### src/rtl/ham_pkg.sv
// -----------------------------------------------------------------------------
// ham_pkg
// Shared constants for the Hamming coder family (data and codeword widths)
// plus a constant-foldable ceil(log2) helper for sizing pointers and counters.
// No ports; imported by ham_tag_fifo and ham_coder_arb.
// -----------------------------------------------------------------------------
package ham_pkg;

  localparam int HAM_DW = 16;  // data word width
  localparam int HAM_CW = 21;  // codeword width (16 data + 5 check bits)

  // ceil(log2(value)); returns 0 for value <= 1
  function automatic int clog2(input int value);
    int res;
    res = 0;
    for (int i = 0; i < 31; i++) begin
      if ((32'sd1 <<< i) < value) begin
        res = i + 1;
      end else begin
        res = res;
      end
    end
    return res;
  endfunction

endpackage

### src/rtl/ham_tag_fifo.sv
// -----------------------------------------------------------------------------
// ham_tag_fifo
// Small synchronous FIFO holding the requester ID of every word issued to the
// coder, so returned codewords can be steered back in issue order.
// Ports:
//   clk_i, rst_i       clock, synchronous active-high reset
//   push_i, din_i      write a tag (ignored when full)
//   pop_i              drop the head tag (ignored when empty)
//   dout_o             tag at the read pointer (head)
//   full_o, empty_o    occupancy flags
//   cnt_o              number of stored tags (0..DEPTH)
// DEPTH must be a power of two >= 2 so the pointers wrap naturally.
// -----------------------------------------------------------------------------
module ham_tag_fifo
  import ham_pkg::*;
#(
  parameter int W     = 2,
  parameter int DEPTH = 4,
  localparam int AW   = (DEPTH > 1) ? clog2(DEPTH) : 1,
  localparam int CNTW = clog2(DEPTH) + 1
) (
  input  logic            clk_i,
  input  logic            rst_i,
  input  logic            push_i,
  input  logic [W-1:0]    din_i,
  input  logic            pop_i,
  output logic [W-1:0]    dout_o,
  output logic            full_o,
  output logic            empty_o,
  output logic [CNTW-1:0] cnt_o
);

  logic [W-1:0]    mem [DEPTH];
  logic [AW-1:0]   rd;
  logic [AW-1:0]   wr;
  logic [CNTW-1:0] cnt;
  logic            do_push;
  logic            do_pop;

  assign full_o  = (cnt == CNTW'(DEPTH));
  assign empty_o = (cnt == {CNTW{1'b0}});
  assign do_push = push_i && !full_o;
  assign do_pop  = pop_i && !empty_o;
  assign dout_o  = mem[rd];
  assign cnt_o   = cnt;

  // Storage, pointers and occupancy; pointers wrap modulo DEPTH by width.
  always_ff @(posedge clk_i) begin
    if (rst_i) begin
      rd  <= {AW{1'b0}};
      wr  <= {AW{1'b0}};
      cnt <= {CNTW{1'b0}};
      for (int i = 0; i < DEPTH; i++) begin
        mem[i] <= {W{1'b0}};
      end
    end else begin
      if (do_push) begin
        mem[wr] <= din_i;
        wr      <= wr + AW'(1);
      end
      if (do_pop) begin
        rd <= rd + AW'(1);
      end
      case ({do_push, do_pop})
        2'b10:   cnt <= cnt + CNTW'(1);
        2'b01:   cnt <= cnt - CNTW'(1);
        default: cnt <= cnt;  // idle, or push and pop cancel out
      endcase
    end
  end

endmodule

### src/rtl/ham_coder_arb.sv
// -----------------------------------------------------------------------------
// ham_coder_arb
// Round-robin arbiter sharing one in-order Hamming coder between N requesters.
// The granted word goes to the coder through a registered stage; the winner's
// ID is queued in a tag FIFO and used to steer each returned codeword back.
// Ports:
//   clk_i, rst_i                      clock, synchronous active-high reset
//   req_dat_i/req_vld_i/req_rdy_o     N requester ports (word k at [k*DW +: DW])
//   cod_dat_o/cod_vld_o/cod_rdy_i     data towards the coder (registered)
//   cod_dat_i/cod_vld_i/cod_rdy_o     codewords back from the coder
//   rsp_dat_o/rsp_vld_o/rsp_rdy_i     shared response bus, one-hot valid
//   inflight_o                        words issued and not yet returned
//   err_o                             sticky: codeword seen with no tag queued
// -----------------------------------------------------------------------------
module ham_coder_arb
  import ham_pkg::*;
#(
  parameter int N     = 4,
  parameter int DW    = HAM_DW,
  parameter int CW    = HAM_CW,
  parameter int DEPTH = 4,
  localparam int IW   = (N > 1) ? clog2(N) : 1,
  localparam int CNTW = clog2(DEPTH) + 1
) (
  input  logic            clk_i,
  input  logic            rst_i,
  input  logic [N*DW-1:0] req_dat_i,
  input  logic [N-1:0]    req_vld_i,
  output logic [N-1:0]    req_rdy_o,
  output logic [DW-1:0]   cod_dat_o,
  output logic            cod_vld_o,
  input  logic            cod_rdy_i,
  input  logic [CW-1:0]   cod_dat_i,
  input  logic            cod_vld_i,
  output logic            cod_rdy_o,
  output logic [CW-1:0]   rsp_dat_o,
  output logic [N-1:0]    rsp_vld_o,
  input  logic [N-1:0]    rsp_rdy_i,
  output logic [CNTW-1:0] inflight_o,
  output logic            err_o
);

  logic [DW-1:0]   words [N];
  logic [IW-1:0]   ptr;
  logic [IW-1:0]   grant;
  logic [IW-1:0]   head;
  logic            any_req;
  logic            can_issue;
  logic            issue;
  logic            pop;
  logic            fifo_full;
  logic            fifo_empty;
  logic [CNTW-1:0] cnt;

  // First requester with a valid word, scanning from start upward modulo N.
  function automatic logic [IW-1:0] rr_pick(input logic [IW-1:0] start,
                                            input logic [N-1:0]  vld);
    logic [IW-1:0] pick;
    logic [IW-1:0] idx;
    logic          found;
    int            s;
    pick  = start;
    found = 1'b0;
    for (int i = 0; i < N; i++) begin
      s = int'(start) + i;
      if (s >= N) begin
        s = s - N;
      end else begin
        s = s;
      end
      idx = IW'(s);
      if (!found && vld[idx]) begin
        pick  = idx;
        found = 1'b1;
      end else begin
        found = found;
      end
    end
    return pick;
  endfunction

  function automatic logic [N-1:0] onehot(input logic [IW-1:0] idx);
    logic [N-1:0] r;
    r      = {N{1'b0}};
    r[idx] = 1'b1;
    return r;
  endfunction

  for (genvar k = 0; k < N; k++) begin : g_words
    assign words[k] = req_dat_i[k*DW +: DW];
  end

  assign any_req = |req_vld_i;
  assign grant   = rr_pick(ptr, req_vld_i);
  // The output stage frees up when empty or being taken this cycle; a full tag
  // FIFO blocks issue even if a pop happens in the same cycle.
  assign can_issue = (!cod_vld_o || cod_rdy_i) && !fifo_full;
  assign issue     = |req_rdy_o;
  assign pop       = cod_vld_i && cod_rdy_o;
  assign rsp_dat_o = cod_dat_i;
  assign inflight_o = cnt;

  // Grant handshake and return-path steering (all handshakes off in reset).
  always_comb begin
    req_rdy_o = {N{1'b0}};
    rsp_vld_o = {N{1'b0}};
    cod_rdy_o = 1'b0;
    if (!rst_i && can_issue && any_req) begin
      req_rdy_o = onehot(grant);
    end else begin
      req_rdy_o = {N{1'b0}};
    end
    // An orphan codeword (no tag queued) is neither accepted nor forwarded.
    if (!rst_i && !fifo_empty) begin
      cod_rdy_o = rsp_rdy_i[head];
      if (cod_vld_i) begin
        rsp_vld_o = onehot(head);
      end else begin
        rsp_vld_o = {N{1'b0}};
      end
    end else begin
      cod_rdy_o = 1'b0;
    end
  end

  // Issue register, round-robin pointer and sticky orphan flag.
  always_ff @(posedge clk_i) begin
    if (rst_i) begin
      ptr       <= {IW{1'b0}};
      cod_dat_o <= {DW{1'b0}};
      cod_vld_o <= 1'b0;
      err_o     <= 1'b0;
    end else begin
      if (issue) begin
        cod_dat_o <= words[grant];
        cod_vld_o <= 1'b1;
        ptr       <= (grant == IW'(N - 1)) ? {IW{1'b0}} : grant + IW'(1);
      end else if (cod_rdy_i) begin
        cod_vld_o <= 1'b0;
      end else begin
        cod_vld_o <= cod_vld_o;  // stalled: hold word and valid
      end
      if (cod_vld_i && fifo_empty) begin
        err_o <= 1'b1;
      end else begin
        err_o <= err_o;
      end
    end
  end

  ham_tag_fifo #(
    .W     (IW),
    .DEPTH (DEPTH)
  ) u_tags (
    .clk_i   (clk_i),
    .rst_i   (rst_i),
    .push_i  (issue),
    .din_i   (grant),
    .pop_i   (pop),
    .dout_o  (head),
    .full_o  (fifo_full),
    .empty_o (fifo_empty),
    .cnt_o   (cnt)
  );

endmodule

### config.mk
export PLATFORM = sky130hd
export DESIGN_NAME = ham_coder_arb
export DESIGN_NICKNAME = d
export VERILOG_FILES = /design/src/rtl/ham_pkg.sv /design/src/rtl/ham_tag_fifo.sv /design/src/rtl/ham_coder_arb.sv
export SDC_FILE = /design/constraint.sdc
export NUM_CORES = 1
export LEC_CHECK = 0
export BUFFER_PORTS_ARGS = -buffer_cell sky130_fd_sc_hd__buf_2
export CAP_MARGIN = 20
export CORE_MARGIN = 2
export CORE_UTILIZATION = 39
export DETAILED_ROUTE_END_ITERATION = 7
export PLACE_DENSITY = 0.77
export SLEW_MARGIN = 5
export SYNTH_ARGS = -nofsm -noshare
export SYNTH_HDL_FRONTEND = slang
export SYNTH_SLANG_ARGS = --single-unit
### constraint.sdc
create_clock -name clk_i -period 2.7 [get_ports clk_i]
set_clock_uncertainty 0.1 [all_clocks]
set_input_delay 0.405 -clock clk_i [delete_from_list [all_inputs] [get_ports clk_i]]
set_output_delay 0.405 -clock clk_i [all_outputs]
set_load 0.02 [all_outputs]
==> impl_metrics.csv <==
group,metric,value,unit
power_and_ir_drop,comb_power_share,0.377,
routing,wl_per_cell,15.3,um
placement,port_buffers,105,
cells_and_area,area_delta_synth_final,27.3,%
power_and_ir_drop,p_per_area,586,mW/mm^2
clock_tree,clk_transition_reported_paths,0.07,ns
routing,ant_nets,0,
power_and_ir_drop,pwr-share-seq,0.405,
grt,antenna_found_initial,0,
cells_and_area,postLayoutCellArea,0.00300,mm^2
power_and_ir_drop,p_leak,1.32,nW
sta,timing.final.ws_setup,-0.139,ns
worst_setup_path,endpoint,"u_tags.cnt_o[2]",
power_and_ir_drop,p_sw,0.650,mW
synth,synth_area_leaders,"dfxtp_1 (25%), edfxtp_1 (10%), a21oi_1 (7.7%), buf_4 (6.7%), a221oi_1 (4.8%)",
grt,grt_usage,0.198,
floorplan,fp.dieH,81.7,um
worst_setup_path,rr_endpoint,"u_tags.cnt_o[2]",
worst_setup_path,path_cells,"mux4_2, or4b_4, o22ai_4, ha_4, inv_2, fa_2, xor2_1, or3_1, a21oi_2",
worst_setup_path,ff2ff_setup_slack,-0.14,ns
routing,drc,0,
routing,first_pass_iters,4,
synth,synth-seq-cells,37,
sta,fmax,352,MHz
floorplan,die_w,81.7,um
floorplan,io_pins,148,
power_and_ir_drop,clkPwrFrac,0.218,
sta,tns,-0.139,ns
worst_setup_path,crit_family,"simple AND/OR/NAND/NOR gates",
clock_tree,clock_sinks,37,
routing,via_per_inst,5.52,
placement,dpl.hpwl,5000,um
status,status,"complete, but fails checks",
worst_setup_path,path_depth,9,
routing,drt_iter0_drc,83,
grt,grt_max_degree,22,
synth,synthTopCellsByCount,"a21oi_1 (36), dfxtp_1 (29), buf_4 (21), nor2_1 (21), clkbuf_1 (18)",
sta,period_share,1.05,
placement,dpl_cell_area,0.00290,mm^2
synth,synth_warnings,0,
worst_setup_path,cp.arrival,2.97,ns
worst_setup_path,cpPeakStageDelay,0.56,ns
status,violations,"negative setup slack",
synth,synth.distinct_cells,42,
synth,synth_top_area_share,0.247,
power_and_ir_drop,p_int,1.10,mW
floorplan,start_util,0.400,
floorplan,dieArea,0.00667,mm^2
worst_setup_path,setup.worst_path.start_class,"flip-flop",
sta,maxSlewHeadroom,0.611,
grt,gr-total-overflow,0,
floorplan,coreArea,0.00589,mm^2
synth,synth_area,0.00235,mm^2
clock_tree,cts-root-buf,"clkbuf_8",
power_and_ir_drop,power.total,1.75,mW
synth,ys_seq_area_frac,0.349,
sta,hold_ws,0.297,ns
grt,grt_pass1_vias,2213,
worst_setup_path,worstSetupPathType,"flip-flop to flip-flop",
sta,maxSlewViolCount,0,
sta,final-hold-violation-count,0,
synth,synth-edff-count,8,
synth,ys.flop_type,"dfxtp_1",
min_path,hold_start,"cod_vld_i",
placement,gp_congestion,0.767,
sta,worst_pin_slew,0.582,ns
power_and_ir_drop,swShare,0.370,
cells_and_area,drive_gt1_frac,0.399,
worst_setup_path,critPathMaxFanout,2,
clock_tree,clk_latency,0.29,ns
cells_and_area,final_nets,461,
worst_setup_path,cp.required,2.83,ns
min_path,hp-class,"input port to flip-flop",
sta,rsz0062_at_grt,"true",
clock_tree,cts_tree,"built",
routing,vias,2418,
flow_run,cap_violations,0,
cells_and_area,final_core_util,0.509,
synth,syn_area_per_cell,8.52,um^2
synth,synth.most_common_cell,"a21oi_1",
clock_tree,cts_made_buffers,5,
sta,setup_violations,1,
synth,synth_top_cell_by_area,"dfxtp_1",
clock_tree,cts_buffer_depth,2,
clock_tree,cts_max_level,2,
grt,grt_pass1_wl,10200,um
worst_setup_path,crit_path_top_delay_cell,"or4b_4",
cells_and_area,diodes,0,
synth,syn_nets,375,
worst_setup_path,path_buf_inv,1,
floorplan,rows,28,
synth,postSynthCellCount,276,
sta,fin_crit,2.84,ns
worst_setup_path,endpoint_kind,"flip-flop",
worst_setup_path,rr_worst_depth,9,
routing,drt-total-wl,6700,um
synth,synthArstFlopShare,0,
power_and_ir_drop,ir_drop,236,uV
power by group through the flow:
stage               Sequential, mW  Clock [mW]  Combinational (mW)
floorplan                    0.777           0               0.403
global placement             0.719           0               0.642
detailed placement           0.722           0               0.656
CTS                          0.710       0.392               0.659
global route                 0.722       0.410               0.726
finish                       0.710       0.382               0.662
cell families after synthesis:
kind of cell,Yosys count,share of synthesized area
compound gates,93,0.262
xor+xnor,3,0.0112
fa+ha+maj,2,0.0138
buf+inv,52,0.119
flops,37,0.349
mux,12,0.0617
simple gates,77,0.184
worst register-to-register path, cell delays in order, from the launching register on:
cell,delay (ns)
dfxtp_2,0.35
mux4_2,0.52
or4b_4,0.56
o22ai_4,0.15
ha_4,0.16
inv_2,0.03
fa_2,0.33
xor2_1,0.15
or3_1,0.33
a21oi_2,0.11
state kept, by name, indices dropped and copies added (netlist names), named ones only:
signal / flops
cod_dat_o: 16
u_tags.mem: 8
u_tags.wr: 2
u_tags.cnt_o: 3
ptr: 2
cod_vld_o: 1
u_tags.rd: 2
err_o: 1
area by class of cell:
class                           count  area (um^2)
Sequential cell                    37          822
Tap cell                           75         93.8
Clock buffer                        5         68.8
Multi-Input combinational cell    187         1310
Fill cell                         580         2890
Timing Repair Buffer              122          653
Clock inverter                      3         17.5
Inverter                            9         33.8
routing by layer:
layer	global-route usage	routed length [um]
met3	0.0505	480
met5	0	0
met1	0.236	2690
met4	0.0517	59
met2	0.355	3460
worst min-delay path by stage:
stage,endpoint,depth (start not counted),slack (ns)
after floorplan,flip-flop,1,0.33
after global placement,err_o,2,0.34
after detailed placement,err_o,2,0.35
after CTS,err_o,3,0.28
after global routing,err_o,3,0.31
final,err_o,3,0.30
repair_timing:
action / CTS / global route
setup endpoints to repair: 2 / 2
buffers inserted: 0 / 0
hold buffers: 0 / 0
resized for setup: 0 / 2
gates cloned: 0 / 0
pin swaps: 3 / 0
stage by stage:
| step | setup slack, ns | std cells |
|---|---|---|
| 6_report | -0.139 | 438 |
| 3_3_place_gp | -0.114 | 430 |
| 3_5_place_dp | -0.187 | 430 |
| 5_1_grt | -0.237 | 438 |
| 2_1_floorplan | -0.153 | 276 |
| 4_1_cts | -0.189 | 438 |
cell usage in the layout (no fill, tap or decap), drive strengths merged, types with 3 or more instances in the layout:
master / n
nand2b: 4
nor3: 4
clkinv: 4
nor4b: 13
or3: 3
edfxtp: 8
a221oi: 13
o221ai: 3
o31a: 13
dfxtp: 29
buf: 122
nand3: 4
and2: 3
a21oi: 36
nand2: 15
inv: 8
nor2: 21
o21ai: 20
mux2i: 10
clkbuf: 5
Note: power is estimated with default switching activity, not from simulation.
